<file path="src/rtl/lector_contadores.sv">
// Counter-readout sequencer: walks indices 0..N_IDX-1 with req/idx, snapshots each returned
// count and accumulates total; optional MAX_TRACK_EN adds max_val/max_idx of the largest capture.
module lector_contadores #(
    parameter int N_IDX   = 5,
    parameter int TIMEOUT = 4
) (
    input  logic       clk,
    input  logic       reset,
    input  logic       start,
    output logic       req,
    output logic [2:0] idx,
    input  logic [5:0] data,
    input  logic       valid,
    output logic [5:0] snap0,
    output logic [5:0] snap1,
    output logic [5:0] snap2,
    output logic [5:0] snap3,
    output logic [5:0] snap4,
    output logic [8:0] total,
    output logic       busy,
    output logic       done,
    output logic       error
`ifdef MAX_TRACK_EN
    ,
    output logic [5:0] max_val,
    output logic [2:0] max_idx
`endif
);

    typedef enum logic [1:0] {
        S_IDLE,
        S_REQ,
        S_WAIT,
        S_DONE
    } state_t;

    state_t     r_state;
    state_t     w_state_next;
    logic [2:0] r_index;
    logic [3:0] r_wait_cnt;
    logic [3:0] w_wait_inc;
    logic       r_req;
    logic       r_busy;
    logic       r_done;
    logic       r_error;
    logic [8:0] r_total;
    logic [5:0] r_snap [N_IDX];
    logic [5:0] w_snap_out [5];
    logic       w_accept;
    logic       w_capture;
    logic       w_abort;
    logic       w_last;

    assign w_last     = (r_index == 3'(N_IDX - 1));
    assign w_wait_inc = r_wait_cnt + 4'd1;

    always_ff @(posedge clk or posedge reset) begin
        if (reset) begin
            r_state <= S_IDLE;
        end else begin
            r_state <= w_state_next;
        end
    end

    // A valid on the same cycle the wait counter would expire wins over the abort.
    always_comb begin
        w_state_next = r_state;
        w_accept     = 1'b0;
        w_capture    = 1'b0;
        w_abort      = 1'b0;
        case (r_state)
            S_IDLE: begin
                if (start) begin
                    w_accept     = 1'b1;
                    w_state_next = S_REQ;
                end
            end
            S_REQ: begin
                w_state_next = S_WAIT;
            end
            S_WAIT: begin
                if (valid) begin
                    w_capture    = 1'b1;
                    w_state_next = w_last ? S_DONE : S_REQ;
                end else if (w_wait_inc == 4'(TIMEOUT)) begin
                    w_abort      = 1'b1;
                    w_state_next = S_DONE;
                end
            end
            S_DONE: begin
                w_state_next = S_IDLE;
            end
            default: begin
                w_state_next = S_IDLE;
            end
        endcase
    end

    // Output flags are registered from the next state so they line up with the state register.
    always_ff @(posedge clk or posedge reset) begin
        if (reset) begin
            r_req  <= 1'b0;
            r_busy <= 1'b0;
            r_done <= 1'b0;
        end else begin
            r_req  <= (w_state_next == S_REQ);
            r_busy <= (w_state_next != S_IDLE);
            r_done <= (w_state_next == S_DONE);
        end
    end

    always_ff @(posedge clk or posedge reset) begin
        if (reset) begin
            r_index    <= '0;
            r_wait_cnt <= '0;
            r_error    <= 1'b0;
            r_total    <= '0;
        end else begin
            if (w_accept) begin
                r_index    <= '0;
                r_wait_cnt <= '0;
                r_error    <= 1'b0;
                r_total    <= '0;
            end else if (w_capture) begin
                r_wait_cnt <= '0;
                r_total    <= r_total + {3'b000, data};
                if (!w_last) begin
                    r_index <= r_index + 3'd1;
                end
            end else if (r_state == S_WAIT) begin
                r_wait_cnt <= w_wait_inc;
                if (w_abort) begin
                    r_error <= 1'b1;
                end
            end
        end
    end

    genvar gi;
    generate
        for (gi = 0; gi < N_IDX; gi++) begin : g_snap
            always_ff @(posedge clk or posedge reset) begin
                if (reset) begin
                    r_snap[gi] <= '0;
                end else if (w_accept) begin
                    r_snap[gi] <= '0;
                end else if (w_capture && (r_index == 3'(gi))) begin
                    r_snap[gi] <= data;
                end
            end
        end

        for (gi = 0; gi < 5; gi++) begin : g_snap_out
            if (gi < N_IDX) begin : g_used
                assign w_snap_out[gi] = r_snap[gi];
            end else begin : g_unused
                assign w_snap_out[gi] = '0;
            end
        end
    endgenerate

`ifdef MAX_TRACK_EN
    logic [5:0] r_max_val;
    logic [2:0] r_max_idx;

    // Strictly-greater update keeps the lowest index on ties.
    always_ff @(posedge clk or posedge reset) begin
        if (reset) begin
            r_max_val <= '0;
            r_max_idx <= '0;
        end else if (w_accept) begin
            r_max_val <= '0;
            r_max_idx <= '0;
        end else if (w_capture && (data > r_max_val)) begin
            r_max_val <= data;
            r_max_idx <= r_index;
        end
    end

    assign max_val = r_max_val;
    assign max_idx = r_max_idx;
`endif

    assign req   = r_req;
    assign idx   = r_index;
    assign busy  = r_busy;
    assign done  = r_done;
    assign error = r_error;
    assign total = r_total;
    assign snap0 = w_snap_out[0];
    assign snap1 = w_snap_out[1];
    assign snap2 = w_snap_out[2];
    assign snap3 = w_snap_out[3];
    assign snap4 = w_snap_out[4];

endmodule
</file>
<file path="config.mk">
export PLATFORM = sky130hd
export DESIGN_NAME = lector_contadores
export DESIGN_NICKNAME = d
export VERILOG_FILES = /design/src/rtl/lector_contadores.sv
export SDC_FILE = /design/constraint.sdc
export NUM_CORES = 1
export LEC_CHECK = 0
export ABC_AREA = 1
export CAP_MARGIN = 5
export CORE_UTILIZATION = 50
export DETAILED_ROUTE_END_ITERATION = 6
export PLACE_DENSITY = 0.79
export SLEW_MARGIN = 20
export SYNTH_ARGS = -nofsm -noshare
export SYNTH_HDL_FRONTEND = slang
export SYNTH_SLANG_ARGS = --single-unit
</file>
<file path="constraint.sdc">
create_clock -name clk -period 1.9 [get_ports clk]
set_input_delay 0.19 -clock clk [delete_from_list [all_inputs] [get_ports clk]]
set_output_delay 0.19 -clock clk [all_outputs]
set_load 0.01 [all_outputs]
</file>
# Yosys cells after proc, flatten, opt, wreduce, memory -nomap -nowiden
# Cells that the tools add are included.
# word_totals
regBits,52
# classes
n_eq_ne,12
n_mux,34
add_sub_neg,3
reduce_logical,19
# op_table
operator,n
$mux 6,10
$mux 9,2
$reduce_bool 2->1,9
$mux 4,3
$mux 1,11
$add 9x6->9,1
$mux 3,3
$mux 2,4
$pmux 2 s4,1
$eq 2x2->1 const B,3
$eq 3x2->1 const B,2
$logic_and 1x1->1,5
$add 4x1->4 const B,1
$eq 2x1->1 const B,2
$eq 4x3->1 const B,1
$ne 2x2->1 const B,2
$add 3x1->3 const B,1
$eq 3x1->1 const B,1
$eq 3x3->1 const B,1
$logic_not 3->1,1
$reduce_and 3->1,1
$reduce_bool 3->1,1
$logic_not 2->1,1
$reduce_and 2->1,1

# Longest topological paths before layout
# Gate-level depths: netlist (run 1).
# logic_depth
word_depth,9
ltp_mapped,10

# Worst setup path before layout (run 1)
# Ideal clock, no wire load.
# synth_path
kind,register to register
from,reg r_total[0] (netlist: total[0])
to,reg r_total[6] (netlist: total[6])
required_ps,1781
stages_incl_launch_ff,7
n_path_buf,0
slack_ps,348
t_arrival_ps,1433
path_cell_list,dfrtp_1 -> ha_1 -> fa_1 -> nand4_1 -> nand3_1 -> a21oi_1 -> nor2_1
# synth_via
elab_chain_len,3
# synth_lines
element,line_no,rtl
start: declaration,46,logic [8:0] r_total;
start signal: assignment,126,"r_total <= r_total + {3'b000, data};"
$add 9x6->9,126,
$mux 9,124,end else if (w_capture) begin
$mux 9,119,if (w_accept) begin
# Every way passes these cells. The select of a mux whose other input is x is not followed.
# A chain may end at the register's enable or synchronous reset.

# Worst setup path in the final report (run 1)
# Ends and elaborated chain as after synthesis.

==> results summary, run 1 <==
In this run the deepest clock path goes through 2 buffers. The library cells used most frequently in the layout, excluding fill and tap cells, are 83 x sky130_fd_sc_hd__nand2_1, 55 x sky130_fd_sc_hd__clkdlybuf4s50_1, 52 x sky130_fd_sc_hd__dfrtp_1, 31 x sky130_fd_sc_hd__nand3_1, 24 x sky130_fd_sc_hd__inv_1. The setup TNS came out at 0 ps. The number of DRC markers after the initial detailed-route iteration is 174.

The average wire length per cell after detail routing is 13.1 um. The mean instance size in the synthesized netlist is between 8 and 9 um^2. The area overhead of the layout relative to synthesis came out at 29.0%. The critical register-to-register path endpoint is total[6]. The worst setup timing slack at the placement stage is 17.1 ps. The all-layer global routing usage is 22.2%.

Once routing completed, OpenROAD measured the worst setup slack at 253 ps. The run finished with clean final reports. The buffers plus inverters on the worst setup path came out at 0. STA puts the critical path data required time at 2090 ps. The number of rows in the core area came out at 25. The number of instances in the synthesized netlist is 282. The met2 wire length came out at 2560 um.

The number of max-slew violations in the final report is 0. Among all stages on the critical path, the largest delay is contributed by sky130_fd_sc_hd__fa_1. The number of top-level design ports came out at 56. The clock share of power came out at 13.7%.

The die footprint came out at roughly 5400 um^2. The floorplan step set the die height to 73.2 um. The share of async-settable or async-resettable flops after synthesis came out at 100%.

The min-delay analysis places its worst path in the category in2async. The total power divided by cell area came out at approximately 1400 nW/um^2. The endpoint arrival time on the critical path is 1840 ps.

The worst-skew pair later-pin latency is 300 ps. The initial standard-cell utilization of the core came out at 52.9%. The detailed placement HPWL is around 4000 um. The synthesis-stage register bit count came out at 52. The leakage dissipation is between 0.0015 and 0.002 uW.

Sequential elements use slightly above 50% of the synthesized area. Traced cell by cell, the critical path runs through ha_1 -> fa_1 -> nand4_1 -> nand3_1 -> a21oi_1 -> nor2_1. By startpoint and endpoint, the worst setup path is classified as reg2reg. The clock net sink count came out at 52. The maximum number of pins on one net before global-route repair is 53. The number of buffers created by CTS came out at 5.

The final critical path time including I/O delays and setup came out at 1650 ps. The number of setup buffers added after CTS is 0. Summed over all layers, the global routing overflow is 0.

The share of total power in sequential cells is 38.2%. The critical path starts at total[0]. After detailed placement, the design holds a cell count of between 400 and 500. Between clock sinks in the finished design, the worst skew comes to 6.90 ps.

The mapped netlist covers 2530 um^2. The hold violation total from the final report came out at 0. Setup violations remaining at the end of the flow were counted as 0.

The wire length on met1 came out at around 2500 um. The worst stage delay on the critical path came out at 430 ps. For flop-to-flop paths, the worst setup slack is 250 ps. The number of cells on the worst reg-to-reg path is 6. The via total after detailed routing is 2083. The H-tree generated during clock tree synthesis spans 2 levels. The number of antenna violations at the first check in global routing is 0. The detail route stage leaves a number of antenna-violating nets equal to 0. The maximum operating frequency is 607 MHz. At the pin with the least slew margin, the transition time is 443 ps. The detailed-router iteration count before antenna repair came out at 4. The number of global-route vias before repair is 1871. The wire length reported by the detailed router is 5390 um.

Following the worst setup path forward leads to its endpoint at total[6]. The launching point of the worst reg2reg path is total[0]. The library cell used most frequently in the layout, excluding fill and tap cells, is sky130_fd_sc_hd__nand2_1. The count of maximum capacitance violations came out at 0. The area inside the core boundary is 4790 um^2. The post-placement cell area came out at 3170 um^2. Excluding fillers, the count of instances in the completed layout stands at a little over 400. After clock tree synthesis, the clock-pin slew on the worst setup and hold paths is 80 ps. The share of cells above drive strength 1 came out at 8.14%. The hold buffer count at cts is 0. The startpoint kind of the worst setup timing path is a flip-flop.

The average via count per standard cell is 5.07. The combinational cell fraction of total power came out at between 40% and 50%. Setup repair after global routing left no endpoint under its margin.

VDD sags by at most 0.713 mV. The total of warnings raised by yosys came out at 0. The largest fanout of any net on the critical path is 4. The count of antenna diodes in the layout came out at 0. The number of remaining DRC errors came out at 0. The met3 wire length is roughly 270 um. In this run the top signal layer used is met4. For this run, the leading register cell type out of synthesis is sky130_fd_sc_hd__dfrtp_1. During placement, the flow inserted port buffers numbering 55.

The path length in cells of the critical path is 6. The kind of cell with the highest combined delay along the critical path is adder cells. Headroom to the max-slew limit came out at 70.4%.

The worst setup path is captured at a flip-flop. The count of flip-flops with a built-in enable after synthesis is 0. The CTS tree is done. The number of nets in the synthesized netlist came out at 306. The portion of the clock cycle consumed by the worst path in the final layout is 86.7%. The die is 73.2 um wide. The internal power is 2900 uW. The net switching share of the total power came out at between 30% and 40%.

Summed over all nets, the switching power comes to 1810 uW. The root buffer selected by CTS is sky130_fd_sc_hd__clkbuf_8. The first-pass GRT wire length is ~9000 um. After clock tree synthesis, the repair step resized 0 gates. The area of all placed cells without fillers is 3270 um^2. Synthesis instantiated 30 different standard cells from the library. The net count of the finished layout came out at between 300 and 400. The weighted congestion at the end of routability-driven global placement is 0.891.
[through the flow]
step,hold slack (ps),utilization [%],total power (uW)
after floorplan,398,-,3040
after global placement,462,66.3,4020
after detailed placement,466,66.3,4090
after CTS,254,68.2,4750
after global routing,270,68.2,5070
final,245,68.2,4710
[layer usage]
metal / up-vias / global-route usage [%]
met1: 973 / 30.4
li1: 1035 / -
met5: - / 0
met4: 0 / 5.88
met3: 7 / 4.56
met2: 68 / 36.1
[sequential cells by signal, summed over array words and instances, names as in the netlist]
name / cells
r_state: 2
busy: 1
req: 1
snap2: 6
error: 1
r_wait_cnt: 4
snap3: 6
total: 9
snap1: 6
done: 1
snap0: 6
idx: 3
snap4: 6
[kinds of logic (layout without fill, tap and decap cells)]
family | count (synthesis) | in the layout | share of synthesized area [%]
buf+inv | 36 | 98 | 6.03
compound gates | 38 | 38 | 9.49
simple gates | 139 | 139 | 24.8
fa+ha+maj | 14 | 14 | 7.22
flops | 52 | 52 | 51.4
xor+xnor | 3 | 3 | 1.04
[power groups by stage]
stage	registers, uW	logic [uW]	clock network (uW)
floorplan	1960	1080	0
global route	1840	2510	714
detailed placement	1810	2280	0
global placement	1810	2210	0
CTS	1800	2280	667
finish	1800	2260	644
[Yosys cell counts, types with 2 or more instances]
cell type	n	area [um^2]
sky130_fd_sc_hd__nand3_1	31	155
sky130_fd_sc_hd__a21oi_1	14	70.1
sky130_fd_sc_hd__nand2_1	83	312
sky130_fd_sc_hd__inv_1	25	93.8
sky130_fd_sc_hd__nand2_2	2	12.5
sky130_fd_sc_hd__buf_2	2	10.0
sky130_fd_sc_hd__nand4_1	3	18.8
sky130_fd_sc_hd__a32o_1	2	20.0
sky130_fd_sc_hd__buf_6	2	22.5
sky130_fd_sc_hd__inv_2	6	22.5
sky130_fd_sc_hd__a22o_1	2	17.5
sky130_fd_sc_hd__ha_1	13	163
sky130_fd_sc_hd__xor2_1	2	17.5
sky130_fd_sc_hd__o21ai_0	15	75.1
sky130_fd_sc_hd__dfrtp_1	52	1300
sky130_fd_sc_hd__nand3_2	2	20.0
sky130_fd_sc_hd__nor2_1	13	48.8
[how the worst min path moves through the flow]
stage                  start  endpoint  cells after the start
finish                 reset  snap3[2]                      3
global route           reset  snap1[5]                      3
global placement    snap1[1]  snap1[1]                      2
detailed placement  snap1[3]  snap1[3]                      2
CTS                    reset  snap1[5]                      3
floorplan            data[5]  snap2[5]                      2
[worst min-delay path: cells and delay by family]
family   cells  cell delay (ps)
buf+inv      3              740
[area by class of cell]
| class | count | area [um^2] |
|---|---|---|
| Clock inverter | 1 | 7.51 |
| Timing Repair Buffer | 59 | 593 |
| Inverter | 31 | 116 |
| Tap cell | 67 | 83.8 |
| Fill cell | 405 | 1520 |
| Sequential cell | 52 | 1300 |
| Clock buffer | 7 | 86.3 |
| Multi-Input combinational cell | 194 | 1080 |
Note: power is estimated with default switching activity, not from simulation.
==> inputs of run 2 (changes only) <==
--- a/config.mk
+++ b/config.mk
@@ -14,3 +14,4 @@
 export SYNTH_ARGS = -nofsm -noshare
 export SYNTH_HDL_FRONTEND = slang
 export SYNTH_SLANG_ARGS = --single-unit
+export TNS_END_PERCENT = 1
==> results of run 2 <==
The final DEF is identical to that of run 1; final timing and power are the same.
==> inputs of run 3 (changes only) <==
--- a/config.mk
+++ b/config.mk
@@ -7,9 +7,10 @@
 export LEC_CHECK = 0
 export ABC_AREA = 1
 export CAP_MARGIN = 5
-export CORE_UTILIZATION = 50
+export CORE_UTILIZATION = 52
+export CTS_BUF_LIST = sky130_fd_sc_hd__clkbuf_4 sky130_fd_sc_hd__clkbuf_8
 export DETAILED_ROUTE_END_ITERATION = 6
-export PLACE_DENSITY = 0.79
+export PLACE_DENSITY = 0.82
 export SLEW_MARGIN = 20
 export SYNTH_ARGS = -nofsm -noshare
 export SYNTH_HDL_FRONTEND = slang
==> run 3 against run 2 <==
Final area barely moved. Fmax fell by 3.2%. Critical path depth did not move. Non-clock buffer count did not move. Global-route usage rose by 0.84 points. Via count rose by 1.1%. Hold slack got worse by 5.9 ps. Routed wire length fell by 0.52%. Final cell count fell by 3.2%. Sequential share of layout area barely moved. Combinational power barely moved.
==> results summary, run 3 (same netlist as run 1, synthesis figures left out) <==
The average wire length per cell after detail routing is 13.5 um. The number of global-route vias before repair was 1969. The average via count per standard cell came out at 5.29. Buffers placed on the I/O ports in this run total 55.

The post-placement cell area is 3160 um^2. Detailed placement ended at an HPWL of 3920 um. Setup violations remaining at the end of the flow were counted as 0. The maximum root-to-sink buffer count is 2. The hold violation total from the final report came out at 0. The endpoint arrival time on the critical path is 1910 ps. The x dimension of the die is slightly above 70 um. The maximum number of pins on one net before global-route repair came out at between 50 and 60. The count of antenna-violating nets left after detailed routing came out at 0.

The slew of the pin with the lowest slew margin is 454 ps. The flip-flop count of the largest register after layout is 9. The library cell contributing the largest single delay on the critical path is sky130_fd_sc_hd__fa_1. The weighted congestion at the end of routability-driven global placement came out at ~0.86. The library cell used most frequently in the layout, excluding fill and tap cells, is sky130_fd_sc_hd__nand2_1. The worst path uses 89.6% of the clock period.

After detailed routing, the number of remaining DRC violations is 0. The path class of the tightest hold or removal check is in2async. In this run the post-CTS setup repair buffer count came out at 0. The endpoint identified for the worst register-to-register timing path is total[8]. Walking the worst path, the cells encountered are ha_1 -> fa_1 -> nand4_1 -> nand3_1 -> a21oi_1 -> nor2_1. The initial standard-cell utilization of the core came out at 53.9%. The library cells used most frequently in the layout, excluding fill and tap cells, are 83 x sky130_fd_sc_hd__nand2_1, 55 x sky130_fd_sc_hd__clkdlybuf4s50_1, 52 x sky130_fd_sc_hd__dfrtp_1, 31 x sky130_fd_sc_hd__nand3_1, 24 x sky130_fd_sc_hd__inv_1. The cell count after placement is 390. After detailed routing, the total wire length is 5360 um. The total grt overflow came out at 0.

The core region is between 4000 and 5000 um^2. The area overhead of the layout relative to synthesis came out at 29.1%. In this run, post-CTS repair resized a total of 0 instances.

The number of H-tree branching levels is 2. The worst-case setup margin in the final layout is 199 ps. Before CTS, the worst setup slack after placement is -25.6 ps.

The worst stage delay on the critical path is around 450 ps. The startpoint identified for the worst register-to-register timing path is total[0]. The worst voltage drop across the vdd grid is about 0.67 mV. The count of maximum capacitance violations is 0. TritonCTS built the clock tree. The number of antenna violations at the first check in global routing is 0. The net count of the finished layout came out at 367. The detailed-router iteration count before antenna repair came out at 4.

The clock net sink count is 52. The buffers plus inverters on the worst setup path is 0. For the final database, setup skew stands at 4.41 ps. The run finished with clean final reports. The nature of the critical path endpoint is a flip-flop.

The hold buffer count at cts came out at 0. The worst setup slack for register-to-register paths came out at 200 ps. The worst register-to-register path has a depth of 6. The worst-skew pair later-pin latency came out at 310 ps. The worst path needs 1700 ps of the cycle, external delays included.

The via total after detailed routing is ~2100. The final design utilization is between 60% and 70%. The finished cells cover 3270 um^2. Cells with a size suffix above 1 make up between 8 and 9% of the layout. The worst setup path is of the reg2reg kind.

The count of antenna diodes in the layout is 0. The total power divided by cell area is roughly 1500 nW/um^2. Across every metal layer, demand over resource in global routing totals between 20% and 30%. The first-pass GRT wire length came out at approximately 9100 um. Broken down by cell family, the worst path's largest delay share belongs to adder cells. The number of buffers created by CTS is 5. The leakage dissipation is 0.00165 uW. The number of max-slew violations in the final report is 0.

The number of top-level design ports came out at 56. The die covers 5150 um^2. Following the worst setup path forward leads to its endpoint at total[8]. The number of DRC markers after the initial detailed-route iteration is between 100 and 150. Setup repair after global routing left no endpoint under its margin. After clock tree synthesis, the clock-pin slew on the worst setup and hold paths is 90 ps. For the worst setup path, the data required time is 2110 ps. In this run the tightest slew margin relative to its limit is 69.6%. The finished layout holds 398 standard cells, fillers aside. The root buffer cell chosen for the clock tree is sky130_fd_sc_hd__clkbuf_8. The path length in cells of the critical path is 6. Tracing the worst setup path back leads to its startpoint at total[0]. The number of rows in the core area is 25. The height of the die came out at 71.8 um. The largest fanout of any net on the critical path came out at 4.

STA classifies the critical path startpoint as a flip-flop. Power comes to 4820 uW. The maximum operating frequency came out at 588 MHz.
[run 3: cell count changes in the layout (fill, tap and decap cells not counted)]
cell,before,now
sky130_fd_sc_hd__clkbuf_8,6,5
sky130_fd_sc_hd__bufinv_16,0,1
sky130_fd_sc_hd__clkinvlp_4,1,0
sky130_fd_sc_hd__clkinv_2,0,1
sky130_fd_sc_hd__clkbuf_1,1,0
sky130_fd_sc_hd__clkbuf_4,0,1
[run 3: where the power goes]
group | switching, uW | internal (uW) | total, uW
registers | 278 | 1520 | 1800
clock network | 350 | 405 | 756
logic | 1180 | 1080 | 2270
total | 1810 | 3010 | 4820
[run 3: cell type report]
| class | count | area, um^2 |
|---|---|---|
| fill | 374 | 1430 |
| sequential | 52 | 1300 |
| multi-input combinational | 194 | 1080 |
| timing repair buffer | 59 | 593 |
| inverter | 31 | 116 |
| clock buffer | 6 | 76.3 |
| tap | 54 | 67.6 |
| clock inverter | 2 | 35.0 |
[run 3: metrics by stage]
stage,hold slack [ps],setup TNS (ps)
floorplan,398,0
global placement,462,0
detailed placement,465,-43.5
CTS,247,0
global route,273,0
finish,240,0
[run 3: worst min-delay path by stage]
stage	slack [ps]	from	to	cells past startpoint
3_3_place_gp	460	snap1[0]	snap1[0]	2
5_1_grt	270	reset	snap0[4]	3
4_1_cts	250	reset	req	3
6_report	240	reset	snap0[5]	3
3_5_place_dp	470	snap1[0]	snap1[0]	2
2_1_floorplan	400	data[5]	snap2[5]	2
[run 3: per-layer routing]
metal	part of all wire (%)	global-route usage (%)	vias to the layer above
met1	45	30.6	992
li1	-	-	1041
met2	48	38.4	65
met3	5.4	5.20	8
met5	0	0	-
met4	1.5	6.32	0
[run 3: worst reg2reg max path, stage by stage, from the launching register on]
cell and delay [ps]:
sky130_fd_sc_hd__dfrtp_1 430, sky130_fd_sc_hd__ha_1 230, sky130_fd_sc_hd__fa_1 450, sky130_fd_sc_hd__nand4_1 130, sky130_fd_sc_hd__nand3_1 150, sky130_fd_sc_hd__a21oi_1 160
sky130_fd_sc_hd__nor2_1 60
